--- config.mk ---
export PLATFORM = sky130hd
export DESIGN_NAME = conbus_rr_arbiter
export DESIGN_NICKNAME = d
export VERILOG_FILES = /design/src/rtl/conbus_pkg.sv /design/src/rtl/conbus_rr_pick.sv /design/src/rtl/conbus_rr_arbiter.sv
export SDC_FILE = /design/constraint.sdc
export NUM_CORES = 1
export LEC_CHECK = 0
export CAP_MARGIN = 30
export CORE_AREA = 2 2 175 177
export CTS_CLUSTER_SIZE = 20
export DETAILED_ROUTE_END_ITERATION = 8
export DIE_AREA = 0 0 177 179
export GPL_ROUTABILITY_DRIVEN = 0
export RECOVER_POWER = 100
export SETUP_SLACK_MARGIN = 0.4
export SYNTH_ARGS = -nofsm -noshare
export SYNTH_HDL_FRONTEND = slang
export SYNTH_SLANG_ARGS = --single-unit
--- constraint.sdc ---
create_clock -name sys_clk -period 6.2 [get_ports sys_clk]
set_input_delay 1.55 -clock sys_clk [delete_from_list [all_inputs] [get_ports sys_clk]]
set_output_delay 1.55 -clock sys_clk [all_outputs]
set_load 0.02 [all_outputs]
--- src/rtl/conbus_pkg.sv ---
// Shared types and constants for the conbus round-robin arbiter.
// Holds the arbiter state encoding, watchdog width and a one-hot decode helper.
package conbus_pkg;

    localparam int WD_W   = 16;
    localparam int NM_MAX = 8;

    typedef enum logic [1:0] {
        ST_IDLE  = 2'd0,
        ST_OWNED = 2'd1,
        ST_ABORT = 2'd2
    } conbus_state_e;

    // One-hot to binary index; an all-zero vector decodes to index 0.
    function automatic logic [2:0] oh2idx(input logic [NM_MAX-1:0] oh);
        logic [2:0] r;
        r = 3'd0;
        for (int i = 0; i < NM_MAX; i++) begin
            r = r | (oh[i] ? 3'(i) : 3'd0);
        end
        return r;
    endfunction

endpackage

--- src/rtl/conbus_rr_pick.sv ---
// Rotating-priority encoder: the first requester after last_i (wrapping,
// last_i itself checked last) wins.
module conbus_rr_pick #(
    parameter int NM = 4,
    localparam int IW = $clog2(NM)
) (
    input  logic [NM-1:0] req_i,
    input  logic [IW-1:0] last_i,
    output logic [NM-1:0] win_o,
    output logic          valid_o
);

    logic [IW-1:0] idx_s;

    // Walk the wrap-around search order, latching the first hit.
    always_comb begin
        win_o   = '0;
        valid_o = 1'b0;
        idx_s   = '0;
        for (int i = 1; i <= NM; i++) begin
            idx_s = IW'((int'(last_i) + i) % NM);
            if (!valid_o && req_i[idx_s]) begin
                win_o[idx_s] = 1'b1;
                valid_o      = 1'b1;
            end else begin
                valid_o = valid_o;
            end
        end
    end

endmodule

--- src/rtl/conbus_rr_arbiter.sv ---
// Round-robin Wishbone arbiter: NM masters share one slave bus, ownership
// lasts until the owner drops cyc, with a per-strobe watchdog abort.
module conbus_rr_arbiter
    import conbus_pkg::*;
#(
    parameter int NM      = 4,
    parameter int TIMEOUT = 255
) (
    input  logic               sys_clk,
    input  logic               sys_rst_n,
    input  logic [NM*32-1:0]   m_adr_i,
    input  logic [NM*32-1:0]   m_dat_i,
    input  logic [NM*3-1:0]    m_cti_i,
    input  logic [NM-1:0]      m_we_i,
    input  logic [NM*4-1:0]    m_sel_i,
    input  logic [NM-1:0]      m_cyc_i,
    input  logic [NM-1:0]      m_stb_i,
    output logic [31:0]        m_dat_o,
    output logic [NM-1:0]      m_ack_o,
    output logic [NM-1:0]      m_err_o,
    output logic [31:0]        s_adr_o,
    output logic [31:0]        s_dat_o,
    output logic [2:0]         s_cti_o,
    output logic               s_we_o,
    output logic [3:0]         s_sel_o,
    output logic               s_cyc_o,
    output logic               s_stb_o,
    input  logic [31:0]        s_dat_i,
    input  logic               s_ack_i,
    output logic [NM-1:0]      gnt_o,
    output logic               timeout_o
);

    localparam int IW = $clog2(NM);
    localparam logic [WD_W-1:0] TMO_C = WD_W'(TIMEOUT);

    conbus_state_e   state_q, state_d;
    logic [NM-1:0]   gnt_q, gnt_d;
    logic [IW-1:0]   last_q, last_d;
    logic [WD_W-1:0] cnt_q, cnt_d;

    logic [NM-1:0]   pick_win_s;
    logic            pick_valid_s;
    logic [IW-1:0]   pick_idx_s;
    logic [IW-1:0]   own_idx_s;
    logic            own_cyc_s;
    logic            own_stb_s;
    logic            owned_s;
    logic            tmo_hit_s;

    conbus_rr_pick #(.NM(NM)) u_pick (
        .req_i   (m_cyc_i),
        .last_i  (last_q),
        .win_o   (pick_win_s),
        .valid_o (pick_valid_s)
    );

    assign pick_idx_s = IW'(oh2idx(NM_MAX'(pick_win_s)));
    assign own_idx_s  = IW'(oh2idx(NM_MAX'(gnt_q)));
    assign own_cyc_s  = m_cyc_i[own_idx_s];
    assign own_stb_s  = m_stb_i[own_idx_s];
    // Reset low masks the slave side and all responses within the same cycle.
    assign owned_s    = sys_rst_n & (state_q == ST_OWNED);
    // An ack landing on the limit cycle takes precedence over the abort.
    assign tmo_hit_s  = owned_s & own_cyc_s & own_stb_s & ~s_ack_i & (cnt_q == TMO_C);

    // State, grant, pointer and watchdog registers.
    always_ff @(posedge sys_clk) begin
        if (!sys_rst_n) begin
            state_q <= ST_IDLE;
            gnt_q   <= '0;
            last_q  <= IW'(NM - 1);
            cnt_q   <= '0;
        end else begin
            state_q <= state_d;
            gnt_q   <= gnt_d;
            last_q  <= last_d;
            cnt_q   <= cnt_d;
        end
    end

    // Next-state: grant on request, re-arbitrate on release, abort on timeout.
    always_comb begin
        state_d = state_q;
        gnt_d   = gnt_q;
        last_d  = last_q;
        case (state_q)
            ST_IDLE: begin
                if (pick_valid_s) begin
                    state_d = ST_OWNED;
                    gnt_d   = pick_win_s;
                    last_d  = pick_idx_s;
                end else begin
                    state_d = ST_IDLE;
                end
            end
            ST_OWNED, ST_ABORT: begin
                if (!own_cyc_s) begin
                    if (pick_valid_s) begin
                        state_d = ST_OWNED;
                        gnt_d   = pick_win_s;
                        last_d  = pick_idx_s;
                    end else begin
                        state_d = ST_IDLE;
                        gnt_d   = '0;
                    end
                end else if (tmo_hit_s) begin
                    state_d = ST_ABORT;
                end else begin
                    state_d = state_q;
                end
            end
            default: begin
                state_d = ST_IDLE;
                gnt_d   = '0;
            end
        endcase

        if ((gnt_d != gnt_q) || !s_stb_o || s_ack_i) begin
            cnt_d = '0;
        end else if (cnt_q != TMO_C) begin
            cnt_d = cnt_q + WD_W'(1);
        end else begin
            cnt_d = cnt_q;
        end
    end

    // Outputs: slave-side mux of the owner and per-master response steering.
    always_comb begin
        m_ack_o   = '0;
        m_err_o   = '0;
        s_cyc_o   = owned_s & own_cyc_s & ~tmo_hit_s;
        s_stb_o   = owned_s & own_stb_s & ~tmo_hit_s;
        timeout_o = tmo_hit_s;
        if (owned_s) begin
            m_ack_o[own_idx_s] = s_ack_i;
        end else begin
            m_ack_o = '0;
        end
        if (tmo_hit_s) begin
            m_err_o[own_idx_s] = 1'b1;
        end else begin
            m_err_o = '0;
        end
    end

    assign m_dat_o = s_dat_i;
    assign s_adr_o = m_adr_i[int'(own_idx_s)*32 +: 32];
    assign s_dat_o = m_dat_i[int'(own_idx_s)*32 +: 32];
    assign s_cti_o = m_cti_i[int'(own_idx_s)*3 +: 3];
    assign s_sel_o = m_sel_i[int'(own_idx_s)*4 +: 4];
    assign s_we_o  = m_we_i[own_idx_s];
    assign gnt_o   = gnt_q;

endmodule
==> impl_metrics.prom <==
# TYPE chip_impl_metric gauge
chip_impl_info{name="timing.hold.worst_endpoint",value="state_q[1]$_SDFFE_PN0P_"} 1
chip_impl_metric{name="number_of_antenna_violations_at_the_first_check_in_global_routing",unit=""} 1
chip_impl_metric{name="fraction_of_final_layout_cells_sized_beyond_drive_strength_1",unit="%"} 4.59
chip_impl_info{name="worst_setup_path_end_kind",value="output port"} 1
chip_impl_metric{name="clk_latency",unit="ns"} 0.26
chip_impl_metric{name="internal_power",unit="mW"} 1.13
chip_impl_metric{name="route.antenna.remaining_nets",unit=""} 0
chip_impl_metric{name="post-layout-total-power",unit="mW"} 2.46
chip_impl_metric{name="finalWorstPathRequiredPeriod",unit="ns"} 5.54
chip_impl_metric{name="final_max_slew_viol_count",unit=""} 17
chip_impl_metric{name="place_hpwl",unit="um"} 26400
chip_impl_metric{name="synth-xor-area-share",unit="%"} 2.58
chip_impl_metric{name="critical_path_required",unit="ns"} 4.65
chip_impl_metric{name="power_leakage",unit="nW"} 2.92
chip_impl_metric{name="number_of_setup_violations_in_the_final_report",unit=""} 0
chip_impl_metric{name="die_area",unit="sq um"} 31700
chip_impl_metric{name="p_switching",unit="mW"} 1.33
chip_impl_info{name="synth.most_common_cell",value="a221o_1"} 1
chip_impl_metric{name="die_width",unit="um"} 177
chip_impl_metric{name="row_count",unit=""} 64
chip_impl_metric{name="cts_max_level",unit=""} 1
chip_impl_metric{name="cts_buffers",unit=""} 3
chip_impl_metric{name="final_net_count",unit=""} 1129
chip_impl_metric{name="route.detailed.drc",unit=""} 0
chip_impl_metric{name="cts.repair.resized",unit=""} 0
chip_impl_metric{name="synth_cell_types",unit=""} 60
chip_impl_metric{name="r2r.worst_path.cells",unit=""} 8
chip_impl_metric{name="max_slew_margin",unit="%"} -22.5
chip_impl_metric{name="grt_max_degree",unit=""} 73
chip_impl_metric{name="hold_viol",unit=""} 0
chip_impl_metric{name="share_seq_of_total_power",unit="%"} 8.7
chip_impl_metric{name="synth_simple_gate_area_share",unit="%"} 19.5
chip_impl_metric{name="detailedRoute.firstIterationViolations",unit=""} 384
chip_impl_metric{name="vdd_drop_max",unit="mV"} 0.166
chip_impl_info{name="run_status",value="finished, violations left"} 1
chip_impl_metric{name="finalSetupTns",unit="ns"} 0
chip_impl_info{name="clock_tree.root_cell",value="clkbuf_16"} 1
chip_impl_info{name="worst_hold_launch",value="state_q[1]$_SDFFE_PN0P_"} 1
chip_impl_info{name="main_synth_ff_type",value="dfxtp_1"} 1
chip_impl_info{name="synth_top_family_by_area",value="compound AO/OA/AOI/OAI gates"} 1
chip_impl_metric{name="core-area",unit="sq um"} 30000
chip_impl_info{name="yosys-top-cells-count",value="51 x a221o_1, 50 x a22o_1, 44 x a22oi_1, 42 x nand2_1, 32 x buf_4"} 1
chip_impl_info{name="hold_path_class",value="register to register"} 1
chip_impl_metric{name="routed_vias_inst",unit=""} 4.54
chip_impl_metric{name="drt_pass1_iterations",unit=""} 5
chip_impl_info{name="startpoint_type",value="input pin"} 1
chip_impl_info{name="regToRegEndpoint",value="cnt_q[13]$_SDFFE_PP0P_"} 1
chip_impl_info{name="synth_area_leaders",value="a221o_1 14%, dfxtp_1 13%, a22o_1 12%"} 1
chip_impl_metric{name="max_freq",unit="GHz"} 0.181
chip_impl_metric{name="tightest_slew",unit="ns"} 1.81
chip_impl_metric{name="io_pins",unit=""} 450
chip_impl_metric{name="synth_area",unit="sq um"} 3740
chip_impl_metric{name="wp_data_arrival",unit="ns"} 3.99
chip_impl_metric{name="track_usage",unit="%"} 17.6
chip_impl_metric{name="critical_path.max_fanout",unit=""} 8
chip_impl_info{name="crit_type",value="input pin to output port"} 1
chip_impl_metric{name="powerDensity",unit="nW/um^2"} 316
chip_impl_metric{name="syn_avg_cell_area",unit="sq um"} 8.16
chip_impl_metric{name="synth_top_area_share",unit="%"} 13.7
chip_impl_metric{name="number_of_enable_type_register_cells_in_the_synthesized_netlist",unit=""} 0
chip_impl_metric{name="start_util",unit="%"} 12.5
chip_impl_metric{name="antenna_diode_count",unit=""} 0
chip_impl_metric{name="synth-adder-area-share",unit="%"} 4.02
chip_impl_metric{name="hold_buffers",unit=""} 0
chip_impl_metric{name="final.hold.worst_slack",unit="ns"} 0.512
chip_impl_metric{name="route.final.wire_length",unit="um"} 31200
chip_impl_metric{name="leftover_overflow_at_the_end_of_global_routing",unit=""} 0
chip_impl_metric{name="regToRegSetupSlack",unit="ns"} 1.28
chip_impl_metric{name="drv.max_cap_violation_count",unit=""} 1
chip_impl_metric{name="grt_first_pass_wirelength",unit="um"} 39000
chip_impl_metric{name="synthArstFlopShare",unit="%"} 0
chip_impl_metric{name="port_buffers",unit=""} 385
chip_impl_metric{name="mappedNetlistNets",unit=""} 801
chip_impl_metric{name="yosysWarningCount",unit=""} 0
chip_impl_metric{name="hold_path_depth",unit=""} 2
chip_impl_metric{name="share_clk_of_total_power",unit="%"} 6.4
chip_impl_metric{name="finalClockSkew",unit="ns"} 0.00581
chip_impl_metric{name="synth-compound-area-share",unit="%"} 45.1
chip_impl_metric{name="yosys_register_bits",unit=""} 24
chip_impl_metric{name="clkTransAtPathRegs",unit="ns"} 0.07
chip_impl_info{name="crit-reg2reg-launch",value="last_q[0]$_SDFFE_PN1P_"} 1
chip_impl_info{name="failed_checks",value="capacitance limit, slew limit"} 1
chip_impl_metric{name="final_min_period_over_clock_period",unit="%"} 89.3
chip_impl_info{name="tritoncts",value="yes"} 1
chip_impl_info{name="rsz_0062_raised_after_global_routing",value="no"} 1
chip_impl_metric{name="synth_sequential_area_ratio",unit="%"} 12.9
chip_impl_metric{name="floorplan.die.height",unit="um"} 179
chip_impl_metric{name="route.detailed.wl_per_inst",unit="um"} 26.4
chip_impl_metric{name="sequential_cell_area",unit="sq um"} 480
chip_impl_metric{name="cts_setup_buffers",unit=""} 0
chip_impl_metric{name="multi_input_area",unit="sq um"} 2770
chip_impl_metric{name="cts_sinks",unit=""} 24
chip_impl_metric{name="detailroute.via_count",unit=""} 5361
chip_impl_metric{name="synthMuxAreaShare",unit="%"} 4.32
chip_impl_metric{name="synth_cells",unit=""} 458
chip_impl_info{name="synth_largest_area_cell",value="a221o_1"} 1
chip_impl_metric{name="max-clock-path-buffers",unit=""} 2
chip_impl_metric{name="p_sw_share",unit="%"} 54.2
chip_impl_metric{name="grt_pass1_vias",unit=""} 5031
chip_impl_metric{name="areaGrowthSynthToFinish",unit="%"} 108
chip_impl_metric{name="fillers",unit=""} 3292
chip_impl_metric{name="p_comb_share",unit="%"} 84.9
flip-flops by register name (all words and copies together), names as in the netlist:
name / count
state_q: 2
gnt_o: 4
cnt_q: 16
last_q: 2
cells by family (layout without fill, tap and decap cells):
kind of cell | after synthesis | in the layout
AOI/OAI and AO/OA | 192 | 192
and+or+nand+nor | 130 | 130
buffers and inverters | 77 | 404
DFF | 24 | 24
adders and majority gates | 12 | 12
muxes | 12 | 12
xor gates and xnor gates | 11 | 11
power by group through the flow:
stage / sequential, mW / combinational (mW) / clock [mW]
floorplan: 0.196 / 1.20 / 0
global route: 0.219 / 2.24 / 0.166
detailed placement: 0.219 / 2.24 / 0
global placement: 0.218 / 2.25 / 0
finish: 0.215 / 2.09 / 0.156
CTS: 0.215 / 2.26 / 0.160
stage by stage:
stage	utilization (%)	area (sq um)	setup WS, ns	instances
after floorplan	-	3740	2.02	458
after global placement	25.9	7780	0.840	1177
after detailed placement	25.9	7780	0.756	1177
after CTS	26.2	7870	0.746	1181
after global routing	25.9	7770	0.464	1181
final	25.9	7770	0.664	1181
how the worst max path moves through the flow:
stage,startpoint,end,slack (ns),cells past startpoint
after floorplan,m_cyc_i[2],m_err_o[0],2.02,5
after global placement,m_cyc_i[3],m_err_o[0],0.84,7
after detailed placement,m_cyc_i[3],m_err_o[0],0.76,7
after CTS,m_cyc_i[3],m_err_o[0],0.75,7
after global routing,m_cyc_i[3],cnt_q[1]$_SDFFE_PP0P_,0.46,7
final,m_cyc_i[3],m_err_o[0],0.66,7
worst max-delay path, cell delays in order:
cell and delay, ns:
dlygate4sd3_1 0.67, nand3b_1 0.18, o2111ai_2 0.21, nor3_1 0.31, nand2b_1 0.22, nor2_1 0.15
dlygate4sd3_1 0.70
layout make-up:
class	instances	share of cell area, %
timing repair buffer	393	50.4
multi-input combinational	357	35.6
tap	396	6.37
sequential	24	6.18
clock buffer	4	1.14
inverter	7	0.338
cell usage in the layout (no fill, tap or decap), drive strengths merged, types with 2 or more instances in the layout:
master	count
a2111oi	3
a211o	2
a211oi	2
a21oi	9
a221o	51
a22o	50
a22oi	47
and2	3
and3	2
and4	2
buf	5
clkbuf	7
clkdlybuf4s50	303
dfxtp	24
dlygate4sd3	82
ha	12
inv	7
mux2	3
mux2i	6
mux4	3
nand2	42
nand2b	7
nand3	8
nand4	4
nor2	26
nor2b	4
nor3	3
nor4	17
o21ai	8
o22ai	8
or2	2
or2b	4
or3	3
xnor2	6
xor2	5
routing by layer:
metal  vias up  global-route usage (%)  share of wire (%)
li1       2469                       -                  -
met4         0                   0.241              0.038
met3         4                    15.5                 20
met1      2584                    21.7                 40
met2       304                    24.0                 40
met5         -                       0                  0
(Power assumes the default switching activity.)
==> RTL edit, RTL diff (same settings) <==
Make the reset (`sys_rst_n`) asynchronous in one clocked block.
--- a/src/rtl/conbus_rr_arbiter.sv
+++ b/src/rtl/conbus_rr_arbiter.sv
@@ -65,7 +65,7 @@
     assign tmo_hit_s  = owned_s & own_cyc_s & own_stb_s & ~s_ack_i & (cnt_q == TMO_C);
 
     // State, grant, pointer and watchdog registers.
-    always_ff @(posedge sys_clk) begin
+    always_ff @(posedge sys_clk or negedge sys_rst_n) begin
         if (!sys_rst_n) begin
             state_q <= ST_IDLE;
             gnt_q   <= '0;
Behaviour: not the same (a bounded check fails within 4 cycles, from zero or initial values and one cycle with sys_rst_n low; the reset may be asserted at any time).
==> RTL edit against the original RTL <==
Area after synthesis is 3.3% higher. Cell count shrank 2.6%. Setup slack lost 0.18 ns. Combinational power increased by 16%. Die area stayed put. Clock skew rose by 0.0034 ns. Routed wire length shrank 6.4%. Power up 16%. Sequential cell count is the same. Cell area increased by 1.4%. Critical endpoint is now s_stb_o.
==> RTL edit: results (changes against the original RTL) <==
Power
  – Leakage: 0.002997 µW (+2.8%)
  – Peak supply drop: 0.1679 mV (+1.0%)

Logic synthesis
  – Mux contribution to synthesized area: 0.04407 (+0.0008973)
  – Synth unique cells: 64 (+6.7%)
  – Synth Area in XOR/XNOR: 0.02722 (+0.001450)
  – Async set-reset flop share out of synthesis: 1.000 (+1.000)
  – Sequential element share of the synthesized area: 0.1562 (+0.02768)
  – Synth top area cells: a221o_1 (19%), a22o_1 (16%), dfrtp_1 (14%)
  – Commonest cells in the netlist: a221o_1 (72), a22o_1 (72), buf_4 (32)
  – Mapped Nets: 774 (-3.4%)
  – Adder-cell share of the synthesized area: 0.03889 (-0.001275)
  – Post-synthesis compound-gate area fraction: 0.4469 (-0.003946)
  – Synthesized area per cell: 8.959 µm² (+9.7%)
  – Ys flop type: dfrtp_1

Worst setup path
  – Flop2flop setup slack: 2.25 ns (+0.97 ns)
  – CP Data Arrival Time: 4.17 ns (+0.18 ns)
  – Crit Path Max Fanout: 5 (-3)
  – RR Endpoint: cnt_q[2]$_DFFE_PN0P_
  – RR Startpoint: last_q[0]$_DFFE_PN1P_
  – Reg2reg path depth: 9 (+1)
  – CP endpoint: s_stb_o

Timing
  – Final hold slack: 0.5689 ns (+0.05707 ns)
  – Post-layout min period: 5.719 ns (+0.1836 ns)
  – Skew final: 0.009217 ns (+0.003405 ns)

Detailed routing
  – Drt initial violations: 264 (-31%)
  – Via total after detailed routing: 5,148 (-4.0%)
  – Drt pass-1 iters: 4 (-1)
  – Drt wl/cell: 25.43 µm (-3.9%)
  – Via density: 4.477 (-1.4%)

Worst hold path
  – Hold EP: cnt_q[15]$_DFFE_PN0P_
  – Hold wc startpoint: cnt_q[15]$_DFFE_PN0P_

Final layout
  – Layout cell share with drive strength beyond 1: 0.06117 (+0.01531)
  – Filler cells: 3,261 (-0.94%)

Global routing
  – Initial antenna violation count: 7 (+6)
  – Total track usage: 0.1651 (-0.01112)

Run status
  – Status: finished clean

Placement
  – Placed Cells: 1,144 (-2.8%)
  – Place WS: 0.5393 ns (-0.2170 ns)
  – Placed Area: 0.007856 mm² (+1.0%)

CTS
  – TritonCTS Buffers: 3 (unchanged)
[RTL edit: layout make-up]
class	count	area, µm²	share of cell area
inverter	8	30.03	0.003809
tap	396	495.5	0.06285
clock buffer	3	75.07	0.009522
clock inverter	1	30.03	0.003809
multi-input combinational	324	2708	0.3434
sequential	24	603.1	0.07650
antenna	2	5.005	0.0006348
timing repair buffer	392	3938	0.4994
[RTL edit: layer usage]
layer	track usage	part of all wire	vias to the layer above
met5	0	0.00089	-
met4	0.04029	0.024	4
met3	0.1531	0.21	34
met2	0.2485	0.43	266
met1	0.1660	0.34	2469
li1	-	-	2375
[RTL edit: power by group]
group	switching, µW	total (µW)	internal [µW]
combinational	1370	2430	1050
sequential	64.8	249	184
clock	55.5	184	128
total	1490	2860	1370
[RTL edit: critical path, delay by kind of cell]
kind            cells  cell delay (ns)
mux                 2             0.20
buf+inv             3             1.32
simple gates        3             0.95
compound gates      1             0.14
